### src/rtl/bcd_modulo_counter.sv
// Two-digit BCD up/down counter with a parametrised modulus, parallel load,
// synchronous clear and a zero-latency carry/borrow for cascading stages.
module bcd_modulo_counter #(
    parameter int MODULO    = 60,
    parameter int RESET_VAL = 0
) (
    input  logic       clk,
    input  logic       reset,
    input  logic       en,
    input  logic       up_dn,
    input  logic       clr,
    input  logic       load,
    input  logic [3:0] load_high,
    input  logic [3:0] load_low,
    output logic [3:0] lowDigit,
    output logic [3:0] highDigit,
    output logic       cout,
    output logic       load_err
);

    localparam logic [6:0] MOD_VAL   = 7'(MODULO);
    localparam logic [6:0] TERM_VAL  = 7'(MODULO - 1);
    localparam logic [3:0] TERM_HIGH = 4'((MODULO - 1) / 10);
    localparam logic [3:0] TERM_LOW  = 4'((MODULO - 1) % 10);
    localparam logic [3:0] RST_HIGH  = 4'(RESET_VAL / 10);
    localparam logic [3:0] RST_LOW   = 4'(RESET_VAL % 10);

    logic [3:0] low_reg, low_next;
    logic [3:0] high_reg, high_next;
    logic       err_reg, err_next;

    logic [6:0] value;
    logic [6:0] load_value;
    logic       load_ok;
    logic       at_top;
    logic       at_zero;

    assign value      = {3'b000, high_reg} * 7'd10 + {3'b000, low_reg};
    // Only meaningful once both load digits are known to be BCD (max 99).
    assign load_value = {3'b000, load_high} * 7'd10 + {3'b000, load_low};
    assign load_ok    = (load_high <= 4'd9) && (load_low <= 4'd9) && (load_value < MOD_VAL);
    assign at_top     = (value == TERM_VAL);
    assign at_zero    = (value == 7'd0);

    always_comb begin
        low_next  = low_reg;
        high_next = high_reg;
        err_next  = 1'b0;
        if (load) begin
            if (load_ok) begin
                low_next  = load_low;
                high_next = load_high;
            end else begin
                err_next = 1'b1;
            end
        end else if (clr) begin
            low_next  = RST_LOW;
            high_next = RST_HIGH;
        end else if (en) begin
            if (up_dn) begin
                if (at_top) begin
                    low_next  = 4'd0;
                    high_next = 4'd0;
                end else if (low_reg == 4'd9) begin
                    low_next  = 4'd0;
                    high_next = high_reg + 4'd1;
                end else begin
                    low_next = low_reg + 4'd1;
                end
            end else begin
                if (at_zero) begin
                    low_next  = TERM_LOW;
                    high_next = TERM_HIGH;
                end else if (low_reg == 4'd0) begin
                    low_next  = 4'd9;
                    high_next = high_reg - 4'd1;
                end else begin
                    low_next = low_reg - 4'd1;
                end
            end
        end
    end

    always_ff @(posedge clk or negedge reset) begin
        if (!reset) begin
            low_reg  <= RST_LOW;
            high_reg <= RST_HIGH;
            err_reg  <= 1'b0;
        end else begin
            low_reg  <= low_next;
            high_reg <= high_next;
            err_reg  <= err_next;
        end
    end

    // Gated by reset so a downstream stage cannot step while this one is held.
    assign cout = reset & en & ~load & ~clr &
                  ((up_dn & at_top) | (~up_dn & at_zero));

    assign lowDigit  = low_reg;
    assign highDigit = high_reg;
    assign load_err  = err_reg;

endmodule
### config.mk
export PLATFORM = sky130hd
export DESIGN_NAME = bcd_modulo_counter
export DESIGN_NICKNAME = d
export VERILOG_FILES = /design/src/rtl/bcd_modulo_counter.sv
export SDC_FILE = /design/constraint.sdc
export NUM_CORES = 1
export LEC_CHECK = 0
export CELL_PAD_IN_SITES_DETAIL_PLACEMENT = 1
export CELL_PAD_IN_SITES_GLOBAL_PLACEMENT = 1
export CORE_MARGIN = 5
export CORE_UTILIZATION = 44
export CTS_BUF_LIST = sky130_fd_sc_hd__clkbuf_4
export DETAILED_ROUTE_END_ITERATION = 6
export GPL_TIMING_DRIVEN = 0
export PLACE_DENSITY = 0.85
export SYNTH_ARGS = -nofsm -noshare
export SYNTH_HDL_FRONTEND = slang
export SYNTH_SLANG_ARGS = --single-unit
### constraint.sdc
create_clock -name clk -period 5.2 [get_ports clk]
set_input_delay 1.3 -clock clk [delete_from_list [all_inputs] [get_ports clk]]
set_output_delay 1.3 -clock clk [all_outputs]
set_load 0.05 [all_outputs]
# Word level (Yosys, flattened, before mapping)
# Index checks and enable logic that the tools add are counted.
[word_totals]
register_bits = 9
latch_bits = 0
ram_bits = 0
rom_bits = 0
input_bits = 14
output_inout_bits = 10
wordCells = 56
memories = 0
[classes]
add_sub_neg = 6
mul = 2
div = 0
order_cmp = 3
eq_ne = 4
shift = 0
mux = 20
bitwise = 10
n_reduce_logical = 8
[ops]
columns = ["operator", "count"]
rows = [
  ["4-bit 2-to-1 mux", 18],
  ["7-bit by 4-bit adder with 7-bit output", 2],
  ["4-bit by 3-bit multiplier with 6-bit output, second input constant", 2],
  ["4-bit by 1-bit adder with 4-bit output, second input constant", 2],
  ["4-bit less-or-equal comparator, second input constant", 2],
  ["4-bit by 1-bit subtractor with 4-bit output, second input constant", 2],
  ["7-bit by 6-bit equality test with 1-bit output, second input constant", 1],
  ["7-bit logical NOT", 1],
  ["7-bit by 6-bit less-than comparator with 1-bit output, second input constant", 1],
  ["1-bit AND", 6],
  ["5-bit by 1-bit inequality test with 1-bit output, second input constant", 1],
  ["5-bit nonzero test", 1],
  ["4-bit equality test, second input constant", 1],
  ["4-bit logical NOT", 1],
  ["4-bit AND reduction", 1],
  ["1-bit NOT", 3],
  ["3-bit nonzero test", 1],
  ["1-bit logical AND", 2],
  ["1-bit 2-to-1 mux", 2],
  ["2-bit by 1-bit inequality test with 1-bit output, second input constant", 1],
  ["2-bit AND reduction", 1],
  ["1-bit OR", 1],
]

# Depth between registers and ports, before layout
[depth]
word_depth = 8
ltp_mapped = 11
ltp_nobuf = 11

# Worst setup path after synthesis
# OpenSTA, ideal clock, no wires.
[synth_path]
path_type = "register -> output"
start = "register high_reg[3], in the netlist highDigit[3]"
end = "output port cout"
arrival_time_ps = 3568
required_ps = 3900
setup_slack_ps = 332
stages_incl_launch_ff = 11
path_buffers = 0
path_cell_list = "dfrtp_1 -> ha_1 -> ha_1 -> inv_1 -> fa_1 -> xnor3_1 -> o211a_1 -> o221ai_2 -> nor2_1 -> nor2_1 -> nor3_1"
[synth_between]
elab_chain_cells = 6
elab_cells_between_ends = 8
cone_classes = "add/sub: 1; mul: 1; eq/ne: 1; bitwise: 4; reduce/logical: 1"
[synth_lines]
columns = ["item", "line", "source"]
rows = [
  ["start: declaration", "29", "logic [3:0] high_reg, high_next;"],
  ["start signal: assignment", "91", "high_reg <= high_next;"],
  ["4-bit by 3-bit multiplier with 6-bit output (*)", "38", "assign value = {3'b000, high_reg} * 7'd10 + {3'b000, low_reg};"],
  ["7-bit by 4-bit adder with 7-bit output (*)", "38", ""],
  ["7-bit by 6-bit equality test with 1-bit output or 7-bit logical NOT (tied branches)", "42, 43", ""],
  ["1-bit AND", "98", "((up_dn & at_top) | (~up_dn & at_zero));"],
  ["1-bit OR (*)", "98", ""],
  ["1-bit AND (*)", "97", "assign cout = reset & en & ~load & ~clr &"],
  ["end: declaration", "17", "output logic cout,"],
]
# Every way passes the cells marked *; elsewhere a longest branch is shown, timed or not.

# Worst setup path after layout
[layout_path]
start = "register high_reg[1], in the netlist highDigit[1]"
end = "output port cout"
# Same word-level chain as after synthesis.

==> metrics.yaml <==
status: "completed"
rsz0062_at_grt: "no"
synth_seq_cells: 9
clock_latency_ns: 0.27
cp-start-kind: "flip-flop"
synth.area.top_cells: "dfrtp_1, ha_1, fa_1"
synth_fa_ha_area_share_pct: 20.9
nFillCells: 390
synth_top_cell_area_share_pct: 16.1
drive_gt1_share_pct: 9.09
first_global_vias: 1519
area_delta_synth_final_pct: 22.5
dpl.hpwl_mm: 3.39
cts_made_buffers: 3
fin_util_pct: 56.2
drc: 0
setup_violations: 0
tritoncts: "yes"
antenna_found_initial: 0
crit_fanout: 7
hold_viol_final: 0
synth_simple_gate_area_share_pct: 20.6
die_height_um: 66.4
grt_pass1_wl_mm: 7.12
relSlewSlack_pct: 65.3
fp.coreArea_um2: 3050
worst_slew_pin_slew_ns: 0.521
die_w_um: 66.4
ys_types: 52
cts_max_level: 1
slew_viol_final: 0
synthMuxAreaShare_pct: 4.83
multiInputGateArea_um2: 1080
worstPathRequired_ns: 3.90
ys.flop_type: "dfrtp_1"
fin_crit_ns: 5.04
drt_iter0_drc: 55
path_class: "flip-flop to output pin"
switching_share_pct: 54.4
initial_utilization_pct: 45.9
ir_drop_mv: 0.247
gp_congestion: 0.826
rrSetupSlack_ns: 1.89
maxCapViolCount: 0
end_kind: "output pin"
diodes: 0
vias: 1416
worst_clock_skew_ns: 0.000398
vias_per_cell: 5.85
syn-instance-count: 171
critPathArrivalTime_ns: 3.74
syn_area_um2: 1400
seqCellArea_um2: 225
ys_async_sr_fraction_pct: 100
wl_mm: 4.27
cts_sinks: 9
avgRoutedWirePerCell_um: 17.6
portBuffers: 23
power_frac_comb_pct: 76.2
synth_top_family_by_area: "compound AO/OA/AOI/OAI gates"
place_ws_ns: 0.480
fin_nets: 234
post_cts_buffers: 0
die-area_um2: 4410
cts.repair.resized: 0
fin_setup_tns_ns: 0
synth_nets: 206
grt_overflow: 0
p_int_uw: 422
ant_nets: 0
pin_count: 24
power_uw: 924
p_sw_uw: 503
synthXorXnorAreaFrac_pct: 5.36
yosysTopAreaCell: "dfrtp_1"
synth_compound_area_share_pct: 25.5
cts_buffer_depth: 2
p_leak_uw: 0.000761
hold_path_class: "flip-flop to flip-flop"
fin_ws_ns: 0.159
grt_max_degree: 12
synth_edf_count: 0
firstDrtPassIters: 4
rows: 20
pwr-share-seq_pct: 16.8
yosysSeqAreaShare_pct: 16.1
hold_buffers: 0
power.share.clock_pct: 7.0
synth.avg_cell_area_um2: 8.19
powerDensity_nw_per_um2: 539
cts_root_buffer: "clkbuf_4"
yosysWarningCount: 0
clk_pin_slew_ns: 0.07
fin_crit_sh_pct: 96.9
track_usage_pct: 20.7
max_freq_mhz: 198
-- power by group through the flow --
| stage | Combinational (uW) | Sequential, uW | Clock [uW] |
|---|---|---|---|
| floorplan | 438 | 226 | 0 |
| global placement | 658 | 154 | 0 |
| detailed placement | 697 | 157 | 0 |
| CTS | 702 | 157 | 64.4 |
| global route | 766 | 162 | 68.1 |
| finish | 704 | 156 | 64.5 |
-- synth_stat cells, drive strengths merged (3+ instances only) --
library cell / number
nand3: 4
o31ai: 3
a21oi: 8
nor2: 16
ha: 17
mux2i: 3
o221ai: 3
nand2: 14
inv: 19
o21ai: 12
mux2: 3
xor2: 5
or2: 3
o22ai: 3
dfrtp: 9
clkbuf: 3
nor3: 7
fa: 4
-- critical path, stage by stage, from the launching register on --
cell and delay (ns):
dfrtp_1 0.49, ha_1 0.34, ha_1 0.20, inv_1 0.06, fa_1 0.47, xnor3_1 0.40
o211a_1 0.16, o221ai_2 0.17, nor2_1 0.15, nor2_1 0.06, nor3_1 0.13, clkdlybuf4s50_1 0.83
-- metal layers --
metal | track usage [%] | vias to the layer above | part of all wire [%]
met5 | 0 | - | 0
met4 | 2.28 | 0 | 0.21
met3 | 3.74 | 2 | 2.6
met2 | 37.5 | 27 | 49
met1 | 26.1 | 707 | 48
li1 | - | 680 | -
-- state kept, by name, indices dropped and copies added (netlist names) --
name and cells:
load_err 1, lowDigit 4, highDigit 4
-- area by class of cell --
cell class                 instances  share of cell area [%]
multi-input combinational        139                    63.0
timing repair buffer              23                    13.4
sequential                         9                    13.1
inverter                          19                    4.16
tap                               44                    3.21
clock buffer                       4                    1.75
buffer                             4                    1.31
-- final timing paths --
check / from / endpoint / depth (start not counted)
max: highDigit[1]$_DFFE_PN0P_ / cout / 11
min: lowDigit[3]$_DFFE_PN0P_ / lowDigit[3]$_DFFE_PN0P_ / 2
max reg2reg: highDigit[0]$_DFFE_PN0P_ / highDigit[3]$_DFFE_PN0P_ / 11
min reg2reg: lowDigit[3]$_DFFE_PN0P_ / lowDigit[3]$_DFFE_PN0P_ / 2
max in group asynchronous: reset / lowDigit[0]$_DFFE_PN0P_ / 1
min in group asynchronous: reset / highDigit[3]$_DFFE_PN0P_ / 1
-- logic make-up after synthesis --
| group | count (synthesis) |
|---|---|
| AND/OR/NAND/NOR | 58 |
| AO/OA/AOI/OAI | 47 |
| buffers and inverters | 23 |
| adder cells (fa/ha/maj) | 21 |
| flip-flops | 9 |
| XOR/XNOR | 7 |
| multiplexers | 6 |
-- cells in the final DEF, fill, tap and decap left out, drive strengths merged, types with 3 or more instances in the layout --
| cell | count |
|---|---|
| mux2 | 3 |
| clkdlybuf4s50 | 23 |
| o21ai | 12 |
| nor2 | 16 |
| nand3 | 4 |
| inv | 19 |
| nor3 | 7 |
| dfrtp | 9 |
| xor2 | 5 |
| o31ai | 3 |
| nand2 | 14 |
| o22ai | 3 |
| clkbuf | 7 |
| fa | 4 |
| a21oi | 8 |
| o221ai | 3 |
| mux2i | 3 |
| ha | 17 |
| or2 | 3 |
-- stage by stage --
stage,hold WS (ns),cells,area [um2]
3_3_place_gp,0.661,238,1690
5_1_grt,0.740,242,1720
2_1_floorplan,0.815,171,1400
6_report,0.700,242,1720
3_5_place_dp,0.683,238,1690
4_1_cts,0.700,242,1720
No activity file was read; power rests on OpenSTA's default activity.
